==> src/rtl/instr_decoder.sv <==
// ---------------------------------------------------------------------------
// instr_decoder
//
// Single-stage instruction decoder for an 8-bit instruction word. The word
// splits into a class in [7:6], field A in [5:3] and field B in [2:0]. A valid
// instruction is decoded combinationally and registered on the next rising
// clk edge, which gives one cycle of latency. When no instruction is
// presented, the decoded outputs hold their values and out_valid drops.
//
// Build option:
//   ILLEGAL_TRAP_EN - when defined, an illegal encoding produces a trap
//                     decode: opcode = 8'h80 and all addresses and the ALU
//                     mode are zero. When undefined, opcode[7] is always 0
//                     and an illegal word decodes like any other word of
//                     its class.
//
// Ports:
//   clk          in   1  rising-edge clock
//   rst_n        in   1  asynchronous active-low reset; clears every output
//   instr_valid  in   1  instruction present this cycle
//   instruction  in   8  {class[1:0], field_a[2:0], field_b[2:0]}
//   out_valid    out  1  outputs were loaded by a valid instruction last cycle
//   operand_1    out  3  raw field A
//   operand_2    out  3  raw field B (condition code for the COND class)
//   opcode       out  8  decode flags:
//                          [0] IMM  [1] ALU  [2] COPY  [3] COND
//                          [4] COPY reads the input port (A = 110)
//                          [5] COPY writes the output port (B = 110)
//                          [6] register-file write  [7] illegal (trap build)
//   iaddr        out  3  source register address
//   oaddr        out  3  destination register address
//   alu_mode     out  4  ALU control; 0000 = idle
// ---------------------------------------------------------------------------
module instr_decoder (
  input  logic       clk,
  input  logic       rst_n,
  input  logic       instr_valid,
  input  logic [7:0] instruction,
  output logic       out_valid,
  output logic [2:0] operand_1,
  output logic [2:0] operand_2,
  output logic [7:0] opcode,
  output logic [2:0] iaddr,
  output logic [2:0] oaddr,
  output logic [3:0] alu_mode
);

  localparam logic [1:0] CLS_IMM  = 2'b00;
  localparam logic [1:0] CLS_ALU  = 2'b01;
  localparam logic [1:0] CLS_COPY = 2'b10;
  localparam logic [1:0] CLS_COND = 2'b11;

  localparam logic [2:0] PORT_SEL = 3'b110;  // register index aliased to I/O port
  localparam logic [2:0] REG_R0   = 3'd0;
  localparam logic [2:0] REG_R1   = 3'd1;
  localparam logic [2:0] REG_R3   = 3'd3;

  localparam int OPC_IMM    = 0;
  localparam int OPC_ALU    = 1;
  localparam int OPC_COPY   = 2;
  localparam int OPC_COND   = 3;
  localparam int OPC_PORTIN = 4;
  localparam int OPC_PORTOUT = 5;
  localparam int OPC_RFWR   = 6;
`ifdef ILLEGAL_TRAP_EN
  localparam int OPC_ILL    = 7;
`endif

  logic [1:0] cls;
  logic [2:0] fld_a;
  logic [2:0] fld_b;

  assign cls   = instruction[7:6];
  assign fld_a = instruction[5:3];
  assign fld_b = instruction[2:0];

  logic [7:0] d_opcode;
  logic [2:0] d_iaddr;
  logic [2:0] d_oaddr;
  logic [3:0] d_alu_mode;

`ifdef ILLEGAL_TRAP_EN
  logic illegal;

  // ALU instructions reserve field A as zero; register 7 does not exist as a
  // COPY source or destination.
  always_comb begin
    illegal = 1'b0;
    case (cls)
      CLS_ALU:  illegal = (fld_a != 3'b000);
      CLS_COPY: illegal = (fld_a == 3'b111) || (fld_b == 3'b111);
      default:  illegal = 1'b0;
    endcase
  end
`endif

  always_comb begin
    d_opcode   = '0;
    d_iaddr    = REG_R0;
    d_oaddr    = REG_R0;
    d_alu_mode = 4'b0000;

    case (cls)
      CLS_IMM: begin
        // r0 is loaded with the 6-bit immediate carried in [5:0]
        d_opcode[OPC_IMM]  = 1'b1;
        d_opcode[OPC_RFWR] = 1'b1;
      end
      CLS_ALU: begin
        d_opcode[OPC_ALU]  = 1'b1;
        d_opcode[OPC_RFWR] = 1'b1;
        d_iaddr            = REG_R1;
        d_oaddr            = REG_R3;
        d_alu_mode         = {1'b1, fld_b};
      end
      CLS_COPY: begin
        d_opcode[OPC_COPY]    = 1'b1;
        d_opcode[OPC_PORTIN]  = (fld_a == PORT_SEL);
        d_opcode[OPC_PORTOUT] = (fld_b == PORT_SEL);
        // destinations 110/111 are not register-file entries
        d_opcode[OPC_RFWR]    = (fld_b <= 3'b101);
        d_iaddr               = fld_a;
        d_oaddr               = fld_b;
      end
      CLS_COND: begin
        // r3 is the tested register; the condition code rides on operand_2
        d_opcode[OPC_COND] = 1'b1;
        d_iaddr            = REG_R3;
      end
      default: begin
        d_opcode = '0;
      end
    endcase

`ifdef ILLEGAL_TRAP_EN
    if (illegal) begin
      d_opcode          = '0;
      d_opcode[OPC_ILL] = 1'b1;
      d_iaddr           = REG_R0;
      d_oaddr           = REG_R0;
      d_alu_mode        = 4'b0000;
    end
`endif
  end

  // out_valid follows instr_valid every cycle; the decoded fields load only
  // on a valid instruction so they hold across idle cycles.
  always_ff @(posedge clk or negedge rst_n) begin
    if (!rst_n) begin
      out_valid <= 1'b0;
      operand_1 <= '0;
      operand_2 <= '0;
      opcode    <= '0;
      iaddr     <= '0;
      oaddr     <= '0;
      alu_mode  <= '0;
    end else begin
      out_valid <= instr_valid;
      if (instr_valid) begin
        operand_1 <= fld_a;
        operand_2 <= fld_b;
        opcode    <= d_opcode;
        iaddr     <= d_iaddr;
        oaddr     <= d_oaddr;
        alu_mode  <= d_alu_mode;
      end
    end
  end

endmodule

==> config.mk <==
export PLATFORM = sky130hd
export DESIGN_NAME = instr_decoder
export DESIGN_NICKNAME = d
export VERILOG_FILES = /design/src/rtl/instr_decoder.sv
export SDC_FILE = /design/constraint.sdc
export NUM_CORES = 1
export LEC_CHECK = 0
export ABC_AREA = 1
export BUFFER_PORTS_ARGS = -buffer_cell sky130_fd_sc_hd__buf_2
export CORE_MARGIN = 2
export CORE_UTILIZATION = 47
export DETAILED_ROUTE_END_ITERATION = 8
export PLACE_DENSITY_LB_ADDON = 0.12
export SLEW_MARGIN = 10
export SYNTH_ARGS = -nofsm -noshare
export SYNTH_HDL_FRONTEND = slang
export SYNTH_SLANG_ARGS = --single-unit
==> constraint.sdc <==
create_clock -name clk -period 0.82 [get_ports clk]
set_input_delay 0.082 -clock clk [delete_from_list [all_inputs] [get_ports clk]]
set_output_delay 0.082 -clock clk [all_outputs]
set_load 0.005 [all_outputs]
==> summary.md <==
| Metric | Value |
|---|---|
| Outcome | complete, but fails checks |
| Failing checks | setup timing |
| Post-cts resize count | 0 |
| First-pass GRT wire length | approximately 3500 um |
| Slew margin rel. | 0.662 |
| Drt pass-1 iters | 4 |
| Final Util | 0.675 |
| Count of state elements after synthesis | 23 |
| Sequential share of power | 0.580 |
| Crit path arrival time | between 800 and 900 ps |
| Max-slew violations | 0 |
| Worst setup EP type | output port |
| First DRT Iteration DRCs | 12 |
| Worst setup margin | -93.4 ps |
| Max FO, Critical Path | 3 |
| Worst r2r path cells | 4 |
| Clk Latency, worst-skew pair | roughly 300 ps |
| Mapped Nets | 134 |
| Fin nets | 187 |
| Crit. Startpoint | opcode[1]$_DFFE_PN0P_ |
| Worst-Margin Slew | just over 500 ps |
| Worst clock skew | 0 ps |
| Unrepaired setup endpoints after global routing | yes |
| Critical Path Stages | 1 |
| Die area | 2540 um^2 |
| Vias | between 900 and 1000 |
| RePlAce Congestion | between 0.7 and 0.8 |
| Max stage delay on crit path | 400 ps |
| HP Start | instruction[5] |
| IO buf count | 34 |
| Max Fclk | 1.09 GHz |
| HP Class | primary input to flop |
| Crit path to | opcode[1] |
| Synth warnings | 0 |
| Grt total ovfl | 0 |
| Top cell family by delay on the critical path | flip-flops |
| Post-DRT Antenna Nets | 0 |
| CORE AREA | around 2000 um^2 |
| Number of diodes | 0 |
| Maximum vdd ir drop | 0.00140 V |
| Post-Route Setup TNS | -1870 ps |
| Setup CP Type | flop to output port |
| Max-cap violations | 0 |
| Num CTS Buffers | 3 |
| GR Util All Layers | 0.183 |
| Crit-path slowest cell | dfrtp_1 |
| Fin area | about 1400 um^2 |
| Vias in the first global route | slightly above 800 |
| Row Count | 16 |
| Register area share after synthesis | 0.570 |
| R2R Path End | opcode[0]$_DFFE_PN0P_ |
| Post-detailed-placement cell area | 1210 um^2 |
| Hold Fails Final Rpt | 0 |
| DR DRC count | 0 |
| Final period util | 1.11 |
| # IOs | 36 |
| Worst hold slack | 14.4 ps |
| H-tree depth | 1 |
| Synth Area per Inst | between 8 and 9 um^2 |
| Unique cell type count in the Yosys netlist | 15 |
| Routed len/inst | approximately 10 um |
| Dpl hpwl | roughly 1500 um |
| Layout area overhead | 33.8% |
| Clock slew at reported path FFs | ~120 ps |
| Max clock buf depth | 2 |
| Largest net degree at the start of global routing | 24 |
| Antenna violations before repair | 0 |
| CTS Root Cell | clkbuf_4 |
| Endpoints failing setup | 25 |
| Internal | between 1500 and 2000 uW |
| Final worst path period need | ~910 ps |
| Pleak | 0.000823 uW |
| PD cells | roughly 1600 nW/um^2 |
| Via density | 4.65 |
| Clock Power Share | 0.229 |
| Critical-path cell list | buf_2 |
| CTS tree | yes |
| Gate Count Post-Synth | 118 |
| Internal reg-to-reg setup slack | 0 ps |
| Switching pwr | 555 uW |
| Post-Syn Area | around 1000 um^2 |
| CP Data Required Time | 740 ps |
| Worst Setup Start Kind | flop |
| Combinational fraction of design power | 0.191 |
| Detailed Route WL | slightly above 2000 um |
| Starting density of the core | 0.504 |
| CTS sink count | 23 |
| Die H | 50.4 um |
| Share of cells above drive strength 1 | 0.318 |
| Switching part of the total | 0.256 |
| Critical path buffer and inverter count | 1 |
| Die W | 50.4 um |
| Worst R2R Start | opcode[0]$_DFFE_PN0P_ |
final cells by class:
cell class | count | area [um^2]
clock buffer | 4 | 26.3
multi-input combinational | 85 | 377
timing repair buffer | 53 | 320
tap | 27 | 33.8
sequential | 23 | 576
inverter | 5 | 18.8
fill | 187 | 651
cells in the mapped netlist:
cell / instances / share of area
ha_1: 5 / 0.062
conb_1: 1 / 0.0037
buf_6: 1 / 0.011
buf_4: 3 / 0.022
dfrtp_1: 23 / 0.57
a21oi_1: 1 / 0.0050
inv_2: 1 / 0.0037
nand3_1: 4 / 0.020
inv_1: 4 / 0.015
nor2_1: 11 / 0.041
o21ai_1: 1 / 0.0050
buf_2: 1 / 0.0050
nand2_1: 59 / 0.22
nand3b_1: 1 / 0.0074
o21ai_0: 2 / 0.0099
power by group through the flow:
stage	Combinational [uW]	Sequential (uW)	Clock (uW)
floorplan	152	1290	0
global placement	340	1280	0
detailed placement	345	1280	0
CTS	374	1260	526
global route	468	1270	577
finish	414	1260	497
routing by layer:
metal	vias up	global-route usage	wire length, um
met2	22	0.298	1000
met5	-	0	0
met3	2	0.0298	85
met4	0	0.0901	15
li1	463	-	-
met1	430	0.238	954
kinds of logic after synthesis:
family / count (synthesis) / share of synthesized area
and+or+nand+nor: 75 / 0.287
buffers and inverters: 10 / 0.0570
other: 1 / 0.00371
DFF: 23 / 0.570
AOI/OAI and AO/OA: 4 / 0.0198
adders and majority gates: 5 / 0.0620
metrics by stage:
stage,setup slack (ps),std cells,total power (uW)
floorplan,103,118,1450
global placement,-86.6,179,1620
detailed placement,-141,179,1630
CTS,-112,190,2160
global route,-143,197,2310
finish,-93.4,197,2170
flip-flops by register name, indices dropped and copies added, names as in the netlist:
register and flops:
alu_mode 3, iaddr 3, operand_2 3, oaddr 3, opcode 7, operand_1 3, out_valid 1
timing repair:
action,in CTS,in global routing
setup buffers,4,7
hold buffers,3,0
setup endpoints to repair,24,24
endpoints found under the hold margin,25,0
cell usage in the layout (no fill, tap or decap), drive strengths merged:
cell	count
a21oi	1
buf	50
clkbuf	4
conb	1
dfrtp	23
dlygate4sd3	3
ha	5
inv	5
nand2	59
nand3	4
nand3b	1
nor2	11
o21ai	3
worst min path at each step:
stage,to,slack [ps],cells after the start
after floorplan,alu_mode[0]$_DFFE_PN0P_,-210,0
final,iaddr[2]$_DFFE_PN0P_,10,3
after global placement,operand_2[1]$_DFFE_PN0P_,70,1
after CTS,iaddr[2]$_DFFE_PN0P_,4,3
after detailed placement,operand_2[2]$_DFFE_PN0P_,80,1
after global routing,operand_2[0]$_DFFE_PN0P_,20,3
Note: power is estimated with default switching activity, not from simulation.
